`src/rtl/c499_chk_pkg.sv`:
```
// Shared types and constants for the c499 response checker.
// Holds the run-state enum and the MISR step function.
package c499_chk_pkg;

  typedef enum logic [1:0] {
    ST_IDLE = 2'd0,
    ST_RUN  = 2'd1,
    ST_DONE = 2'd2
  } state_e;

  localparam int unsigned C499_DATA_W  = 32;
  localparam int unsigned C499_VEC_LEN = 31;
  localparam logic [C499_DATA_W-1:0] C499_MISR_POLY = 32'h04C11DB7;

  // Shift left, fold the MSB back through the polynomial, then mix in the new word.
  function automatic logic [C499_DATA_W-1:0] misr_next(
    input logic [C499_DATA_W-1:0] sig,
    input logic [C499_DATA_W-1:0] din,
    input logic [C499_DATA_W-1:0] poly
  );
    return {sig[C499_DATA_W-2:0], 1'b0} ^ (sig[C499_DATA_W-1] ? poly : '0) ^ din;
  endfunction

endpackage

```
`src/rtl/c499_misr.sv`:
```
// Multiple-input signature register; clr wins over en, result visible next cycle.
// No backpressure: folds din in on every cycle en is high.
module c499_misr
  import c499_chk_pkg::*;
#(
  parameter int unsigned DATA_W = C499_DATA_W,
  parameter logic [DATA_W-1:0] POLY = C499_MISR_POLY
) (
  input  logic              clk,
  input  logic              rst_n,
  input  logic              clr,
  input  logic              en,
  input  logic [DATA_W-1:0] din,
  output logic [DATA_W-1:0] sig
);

  logic [DATA_W-1:0] sig_q, sig_d;

  always_comb begin
    sig_d = sig_q;
    if (clr) begin
      sig_d = '0;
    end else if (en) begin
      sig_d = misr_next(sig_q, din, POLY);
    end
  end

  always_ff @(posedge clk or negedge rst_n) begin
    if (!rst_n) begin
      sig_q <= '0;
    end else begin
      sig_q <= sig_d;
    end
  end

  assign sig = sig_q;

endmodule

```
`config.mk`:
```
export PLATFORM = sky130hd
export DESIGN_NAME = c499_misr
export DESIGN_NICKNAME = d
export VERILOG_FILES = /design/src/rtl/c499_chk_pkg.sv /design/src/rtl/c499_misr.sv
export SDC_FILE = /design/constraint.sdc
export NUM_CORES = 1
export LEC_CHECK = 0
export ABC_AREA = 1
export CAP_MARGIN = 5
export CELL_PAD_IN_SITES_DETAIL_PLACEMENT = 2
export CELL_PAD_IN_SITES_GLOBAL_PLACEMENT = 2
export CORE_ASPECT_RATIO = 1.5
export CORE_UTILIZATION = 25
export CTS_CLUSTER_DIAMETER = 120
export DETAILED_ROUTE_END_ITERATION = 12
export PLACE_DENSITY = 0.83
export SLEW_MARGIN = 0
export SYNTH_ARGS = -nofsm -noshare
export SYNTH_HDL_FRONTEND = slang
export SYNTH_SLANG_ARGS = --single-unit
```
`constraint.sdc`:
```
create_clock -name clk -period 1.7 [get_ports clk]
set_input_delay 0.34 -clock clk [delete_from_list [all_inputs] [get_ports clk]]
set_output_delay 0.34 -clock clk [all_outputs]
set_load 0.01 [all_outputs]
```
==> flow_summary.yaml, run 1 <==
run_status:
  status: "finished clean"
sta:
  hold_viol_final: 0
  period_share_pct: 94.46
  setup_tns_ns: 0
  slew_headroom_pct: 51.57
  fin_ws_ns: 0.09416
  setup_viol: 0
  fin_crit_ns: 1.606
  timing.fmax_mhz: 622.7
  rsz0062_at_grt: "false"
  report.final.slew_viol_count: 0
  skew_ns: 0.006460
  tightest_slew_ns: 0.7265
clocking:
  ctsHtreeMaxLevel: 2
  cts_resized: 0
  clk_latency_ns: 0.29
  clk_pin_slew_worst_paths_ns: 0.07
  cts_tree: "yes"
  numCtsBuffers: 5
  clkSinkCount: 32
  ctsHoldBuffers: 0
  cts_root_buf: "clkbuf_8"
  clock_path_buffers: 2
  cts_setup_buffers: 0
routing:
  vias_per_cell: 4.707
  routedWlPerCell_um: 14.51
  drtAntennaViolNets: 0
  wirelength_um: 5454
  first_pass_iters: 2
  drt_iter0_drc: 39
  via_count: 1770
  drc: 0
floorplan:
  die_h_um: 104.4
  die_area_um2: 7332
  num_io_pins: 68
  core-area_um2: 6805
  die_x_um: 70.25
  start_util_pct: 25.67
  row_count: 37
yosys:
  synth_area_um2: 1747
  synthDistinctLibCells: 13
  synthCells: 224
  synth_seq_area_share_pct: 45.85
  yosys_warnings: 0
  synth_top_area_share_pct: 45.85
  synth_edf_count: 0
  yosys.area.top_type: "dfrtp_1"
  netlist_top_cells_area: "dfrtp_1, nand2_1, xnor2_1"
  async_flop_share_pct: 100.0
  yosys-top-cells-count: "nand2_1, dfrtp_1, inv_1"
  syn_nets: 260
  synth_flop_cell: "dfrtp_1"
  avgSynthCellArea_um2: 7.798
  ys_ff_latch: 32
  yosysMostFrequentCell: "nand2_1"
final_layout:
  area_delta_synth_final_pct: 48.78
  antenna-diode-count: 0
  final_util_pct: 38.19
  largest_reg_flops: 32
  fin_nets: 333
  drive_gt1_share_pct: 9.396
global_route:
  antenna_found_initial: 0
  grt_max_degree: 33
  grt_pass1_wl_um: 9156
  globalRouteTotalUtil_pct: 16.13
  grt_pass1_vias: 1965
  overflow: 0
setup_path:
  crit_path_start_kind: "flop"
  slowest_stage: "clkdlybuf4s50_1"
  reg2reg_from: "sig[31]$_DFFE_PN0P_"
  arrival_ns: 1.27
  crit_fanout: 3
  cp.required_ns: 1.36
  cp_top_family: "buffers and inverters"
  setup.worst_path.class: "reg2out"
  path_buf_inv: 1
  slowest_delay_ns: 0.56
  path_cells: "clkdlybuf4s50_1"
  cp-startpoint: "sig[20]$_DFFE_PN0P_"
  worst_setup_path_end_kind: "output port"
place:
  place_hpwl_um: 4187
  routabilityCongestion: 0.7624
  place_ws_ns: 0.1529
  numPortBuffers: 67
pwr:
  cellPowerDensity_nw_per_um2: 791.5
  finalPower_w: 0.002057
  worst_ir_drop_vdd_mv: 0.3004
  total_leakage_power_nw: 1.211
hold_path:
  hp-class: "in2async"
run:
  maxCapViolCount: 0
cell usage in the layout (no fill, tap or decap), types with 2 or more instances in the layout:
cell type	synthesis	layout
buf_4	2	4
clkbuf_8	0	6
clkdlybuf4s50_1	0	66
clkinv_2	0	2
dfrtp_1	32	32
inv_1	28	28
inv_2	3	3
nand2_1	80	80
nand2_2	10	10
nand3_1	26	26
o21ai_0	11	11
o22ai_1	8	8
xnor2_1	19	19
layout make-up:
cell class / instances / area [µm²]
clock buffers: 6 / 82.58
clock inverters: 2 / 10.01
fillers: 794 / 4207
inverters: 31 / 116.4
multi-input cells: 155 / 775.7
flip-flops and latches: 32 / 800.8
well taps: 78 / 97.59
repair buffers: 72 / 715.7
layer usage:
layer,GRT usage (%),routed length (µm)
met4,6.286,110
met2,30.27,3016
met5,0,0
met1,16.94,2089
met3,3.488,237
per-stage QoR:
step | std cells | instance area [µm²] | hold WS (ns)
4_1_cts | 376 | 2599 | 0.1282
5_1_grt | 376 | 2599 | 0.1710
3_3_place_gp | 368 | 2506 | 0.4424
2_1_floorplan | 224 | 1747 | 0.04441
3_5_place_dp | 368 | 2506 | 0.4465
6_report | 376 | 2599 | 0.1048
where the power goes:
| group | switching (W) | internal [W] |
|---|---|---|
| combinational | 0.000261 | 0.000294 |
| sequential | 0.0000664 | 0.000826 |
| clock | 0.000287 | 0.000323 |
| total | 0.000614 | 0.00144 |
path summary, 6_finish.rpt:
kind,end,slack (ns),cells after the start
setup reg to reg,sig[23]$_DFFE_PN0P_,0.31,7
hold reg to reg,sig[2]$_DFFE_PN0P_,0.53,2
min in group clk,sig[2]$_DFFE_PN0P_,0.53,2
setup / recovery,sig[20],0.09,1
max in group asynchronous,sig[26]$_DFFE_PN0P_,1.12,1
hold / removal,sig[19]$_DFFE_PN0P_,0.10,1
cell families after synthesis:
group                     count (synthesis)  share of synthesized area [%]
xor gates and xnor gates                 19                          9.527
AOI/OAI and AO/OA                        19                          6.017
and+or+nand+nor                         117                          28.87
buffers and inverters                    37                          9.741
DFF                                      32                          45.85
(Power assumes the default switching activity.)
==> run 2, diff against run 1 <==
--- a/config.mk
+++ b/config.mk
@@ -13,7 +13,9 @@
 export CORE_UTILIZATION = 25
 export CTS_CLUSTER_DIAMETER = 120
 export DETAILED_ROUTE_END_ITERATION = 12
+export MAX_ROUTING_LAYER = met4
 export PLACE_DENSITY = 0.83
+export RECOVER_POWER = 25
 export SLEW_MARGIN = 0
 export SYNTH_ARGS = -nofsm -noshare
 export SYNTH_HDL_FRONTEND = slang
==> run 2 against run 1 <==
  * Count of clock-buffer cells in the layout unchanged
  * Die area stayed put
  * First-iteration DRC count shrank 13%
  * Worst hold slack improved by 0.028 ns
  * Flip-flop and latch count unchanged
  * Core utilization stayed put
  * Critical endpoint unchanged
  * Register-to-register slack barely moved
  * Clock power about the same
  * Largest power group unchanged
  * Clock skew about the same
  * Combinational power is essentially flat
  * Via count about the same
  * Sequential power hardly changed
==> flow_summary.yaml, run 2 (synthesis gave the netlist of run 1 again) <==
clocking:
  clock_path_buffers: 2
  cts_tree: "yes"
  ctsHoldBuffers: 0
  numCtsBuffers: 5
  cts_resized: 0
  ctsHtreeMaxLevel: 2
  clk_latency_ns: 0.29
  cts_setup_buffers: 0
  cts_root_buf: "clkbuf_8"
  clkSinkCount: 32
  clk_pin_slew_worst_paths_ns: 0.07
setup_path:
  path_cells: "clkdlybuf4s50_1"
  path_buf_inv: 1
  crit_path_start_kind: "flop"
  slowest_delay_ns: 0.56
  r2r_end: "sig[23]$_DFFE_PN0P_"
  cp_top_family: "buffers and inverters"
  slowest_stage: "clkdlybuf4s50_1"
  crit_fanout: 3
  cp.required_ns: 1.36
  arrival_ns: 1.26
  setup.worst_path.class: "reg2out"
  worst_setup_path_end_kind: "output port"
  reg2reg_from: "sig[31]$_DFFE_PN0P_"
  rr_worst_depth: 7
  r2r_slack_ns: 0.31
  crit_cells: 1
  cp-startpoint: "sig[20]$_DFFE_PN0P_"
  critPathCapture: "sig[20]"
sta:
  hold_viol_final: 0
  fin_crit_ns: 1.605
  setup_viol: 0
  whs_ns: 0.1326
  rsz0062_at_grt: "false"
  report.final.slew_viol_count: 0
  timing.fmax_mhz: 623.1
  tightest_slew_ns: 0.8111
  fin_ws_ns: 0.09519
  slew_headroom_pct: 45.93
  setup_tns_ns: 0
  skew_ns: 0.006402
  period_share_pct: 94.40
routing:
  first_pass_iters: 2
  via_count: 1769
  drtAntennaViolNets: 0
  vias_per_cell: 4.705
  wirelength_um: 5451
  routedWlPerCell_um: 14.50
  drc: 0
  drt_iter0_drc: 34
place:
  routabilityCongestion: 0.7725
  dpl.cell_count: 368
  place_hpwl_um: 4187
  numPortBuffers: 67
  place_ws_ns: 0.1529
floorplan:
  die_area_um2: 7332
  num_io_pins: 68
  die_h_um: 104.4
  core-area_um2: 6805
  start_util_pct: 25.67
  row_count: 37
  die_x_um: 70.25
final_layout:
  area_delta_synth_final_pct: 48.78
  final_cells: 376
  fill_cells: 794
  final_common_cell: "nand2_1"
  ff_latch_area_um2: 800.8
  antenna-diode-count: 0
  final_util_pct: 38.19
  fin_nets: 333
  final_cell_mix: "nand2_1, clkdlybuf4s50_1, dfrtp_1"
  multi_input_area_um2: 775.7
  largest_reg_flops: 32
  drive_gt1_share_pct: 9.396
global_route:
  grt_pass1_vias: 1966
  grt_max_degree: 33
  grt_pass1_wl_um: 9149
  globalRouteTotalUtil_pct: 16.56
  antenna_found_initial: 0
  overflow: 0
hold_path:
  hp-class: "in2async"
run_status:
  status: "finished clean"
pwr:
  cellPowerDensity_nw_per_um2: 791.0
  worst_ir_drop_vdd_mv: 0.3004
  total_leakage_power_nw: 1.211
run:
  maxCapViolCount: 0
run 2: cell count changes in the layout (fill, tap and decap cells not counted), sizes merged:
cell / before / now
buf: 6 / 5
clkbuf: 6 / 7
run 2: power breakdown:
part           switching, W  total (W)  internal (W)
Clock              0.000286   0.000608      0.000323
Combinational      0.000261   0.000556      0.000294
Sequential        0.0000663   0.000892      0.000826
run 2: worst min path at each step:
stage / start / to / slack [ns] / depth (start not counted)
6_report: rst_n / sig[19]$_DFFE_PN0P_ / 0.13 / 1
5_1_grt: rst_n / sig[24]$_DFFE_PN0P_ / 0.21 / 1
4_1_cts: rst_n / sig[19]$_DFFE_PN0P_ / 0.13 / 1
3_5_place_dp: rst_n / sig[24]$_DFFE_PN0P_ / 0.45 / 1
3_3_place_gp: rst_n / sig[23]$_DFFE_PN0P_ / 0.44 / 1
2_1_floorplan: rst_n / sig[0]$_DFFE_PN0P_ / 0.04 / 0
run 2: layer usage:
metal / vias to the layer above / routed length, µm / global-route usage [%]
met5: - / 0 / -
met4: 0 / 104 / 6.286
met3: 7 / 216 / 3.198
met2: 45 / 3020 / 30.34
met1: 879 / 2110 / 17.00
li1: 838 / - / -
run 2: final cells by class:
class / instances / share of cell area (%)
flip-flops and latches: 32 / 30.81
inverters: 31 / 4.478
repair buffers: 72 / 27.54
multi-input cells: 155 / 29.85
clock buffers: 6 / 3.178
clock inverters: 2 / 0.3852
well taps: 78 / 3.755
run 2: stage by stage:
step,area [µm²],total power [W]
6_report,2599,0.002056
5_1_grt,2599,0.002176
4_1_cts,2599,0.002102
3_5_place_dp,2506,0.001474
3_3_place_gp,2506,0.001450
2_1_floorplan,1747,0.001156
==> patch, RTL diff (config.mk and constraints of run 2) <==
The package constant `C499_DATA_W` goes from 32 to 48.
--- a/src/rtl/c499_chk_pkg.sv
+++ b/src/rtl/c499_chk_pkg.sv
@@ -10,3 +10,3 @@
 
-  localparam int unsigned C499_DATA_W  = 32;
+  localparam int unsigned C499_DATA_W  = 48;
   localparam int unsigned C499_VEC_LEN = 31;
Ports: changed (resized din and sig); port bits go from 68 to 100. The function was not compared with the original's and may differ.
==> patch against run 2 <==
The flow now finishes with violations (DRC); sequential cell count up 16; maximum frequency down 1.4%; core utilization up 0.21 points; worst setup slack worse by 0.023 ns; cell area up 49%; power up 60%; sequential share of layout area up 0.22 points; via count up 37%; area after synthesis up 48%; combinational power up 46%; routed wire length up 50%; largest power group unchanged; final cell count up 37%.
==> patch: results (changes against run 2) <==
* Starting Density at 25.6% (-0.055 points)
* DR vias at 2,417 (+37%)
* Switching Share at 27.8% (-2.1 points)
* Syn Area/Cell at 8.78 um^2 (+13%)
* Nets at 448 (+35%)
* Failing checks: DRC
* End of the worst register-to-register path: sig[1]
* First-pass GRT wire length at 13.5 mm (+48%)
* Worst slew pin tran at 1.31 ns (+0.501 ns)
* Post-synth ARST share at 100% (unchanged)
* Worst Path Arrival at 1.29 ns (+0.03 ns)
* Root Buffer: clkbuf_16
* Status: complete, but fails checks
* Max reg flops at 48 (+50%)
* Layout cells sized above 1 at 7.81% (-1.6 points)
* Reg2Reg Setup Slack at 0.41 ns (+0.10 ns)
* Filler cells at 1,140 (+44%)
* Post-Route WL at 8.20 mm (+50%)
* Largest net degree at the start of global routing at 28 (-15%)
* Top post-synthesis cells by count: nand2_1 (105), dfrtp_1 (48), xnor2_1 (35)
* Reg-to-Reg Start: sig[47]
* DRT Pass-1 Iters at 8 (+6)
* Routed length per instance at 15.9 um (+10%)
* Setup crit end: sig[1]
* Leakage power at 1.60 nW (+32%)
* Mapped Nets at 346 (+33%)
* Worst Skew at 0.00466 ns (-0.00174 ns)
* Dpl hpwl at 6.28 mm (+50%)
* Residual DRC count at 3 (+3)
* Distinct cells, synth at 16 (+3)
* DRT iter0 DRCs at 64 (+88%)
* IO buf count at 99 (+48%)
* Max FO, Critical Path at 5 (+2)
* Dpl cells at 506 (+38%)
* Placer Congestion at 0.748 (-3.1%)
* Sequential share of the synthesized area at 46.5% (+0.69 points)
* Gr usage total at 16.5% (-0.095 points)
* Worst Setup SP: sig[1]
* Vias in the first global route at 2,688 (+37%)
* Worst Reg-to-Reg Cells at 6 (-1)
* Area contributors post-synth: dfrtp_1 (47%), nand2_1 (15%), xnor2_1 (12%)
[patch: changes by cell type after synthesis, sizes merged]
cell	change
o21ai	+16
buf	+7
nand3b	+13
dfrtp	+16
bufinv	+1
xnor2	+16
nand2	+15
inv	-15
nor2	+1
[patch: metrics by stage]
| step | worst slack (ns) | power (mW) | instance area (um^2) |
|---|---|---|---|
| floorplan | 0.626 | 1.73 | 2580 |
| global placement | 0.163 | 2.16 | 3700 |
| detailed placement | 0.0949 | 2.19 | 3700 |
| CTS | 0.0480 | 3.35 | 3870 |
| global route | 0.0196 | 3.46 | 3870 |
| finish | 0.0723 | 3.29 | 3870 |
[patch: metal layers]
layer	global-route usage, %	vias up	routed length, um
li1	-	1143	-
met1	17.9	1208	3200
met2	30.5	62	4540
met3	2.86	4	384
met4	4.49	0	72
met5	-	-	0
[patch: cell type report]
class | count | area [um^2] | area share [%]
inverter | 17 | 82.6 | 2.13
multi-input combinational | 216 | 1190 | 30.9
tap | 117 | 146 | 3.78
sequential | 48 | 1200 | 31.0
clock inverter | 3 | 42.5 | 1.10
timing repair buffer | 108 | 1080 | 27.8
clock buffer | 5 | 125 | 3.23
[patch: worst min path at each step]
| stage | startpoint | to | slack (ns) |
|---|---|---|---|
| after floorplan | rst_n | sig[0] | 0.04 |
| after global placement | rst_n | sig[18] | 0.36 |
| after detailed placement | rst_n | sig[18] | 0.37 |
| after CTS | rst_n | sig[18] | 0.06 |
| after global routing | rst_n | sig[41] | 0.46 |
| final | rst_n | sig[18] | 0.33 |
[patch: power groups by stage]
stage	Sequential, mW	Clock [mW]	Combinational (mW)
floorplan	1.39	0	0.347
global placement	1.36	0	0.795
detailed placement	1.37	0	0.827
CTS	1.35	1.17	0.832
global route	1.36	1.21	0.889
finish	1.34	1.13	0.811
[patch: cells by family (layout without fill, tap and decap cells)]
group	Yosys count	in the layout	synth area share [%]
buffers and inverters	30	133	7.37
flip-flops	48	48	46.5
AO/OA/AOI/OAI	35	35	9.11
XOR/XNOR	35	35	11.9
AND/OR/NAND/NOR	146	146	25.1
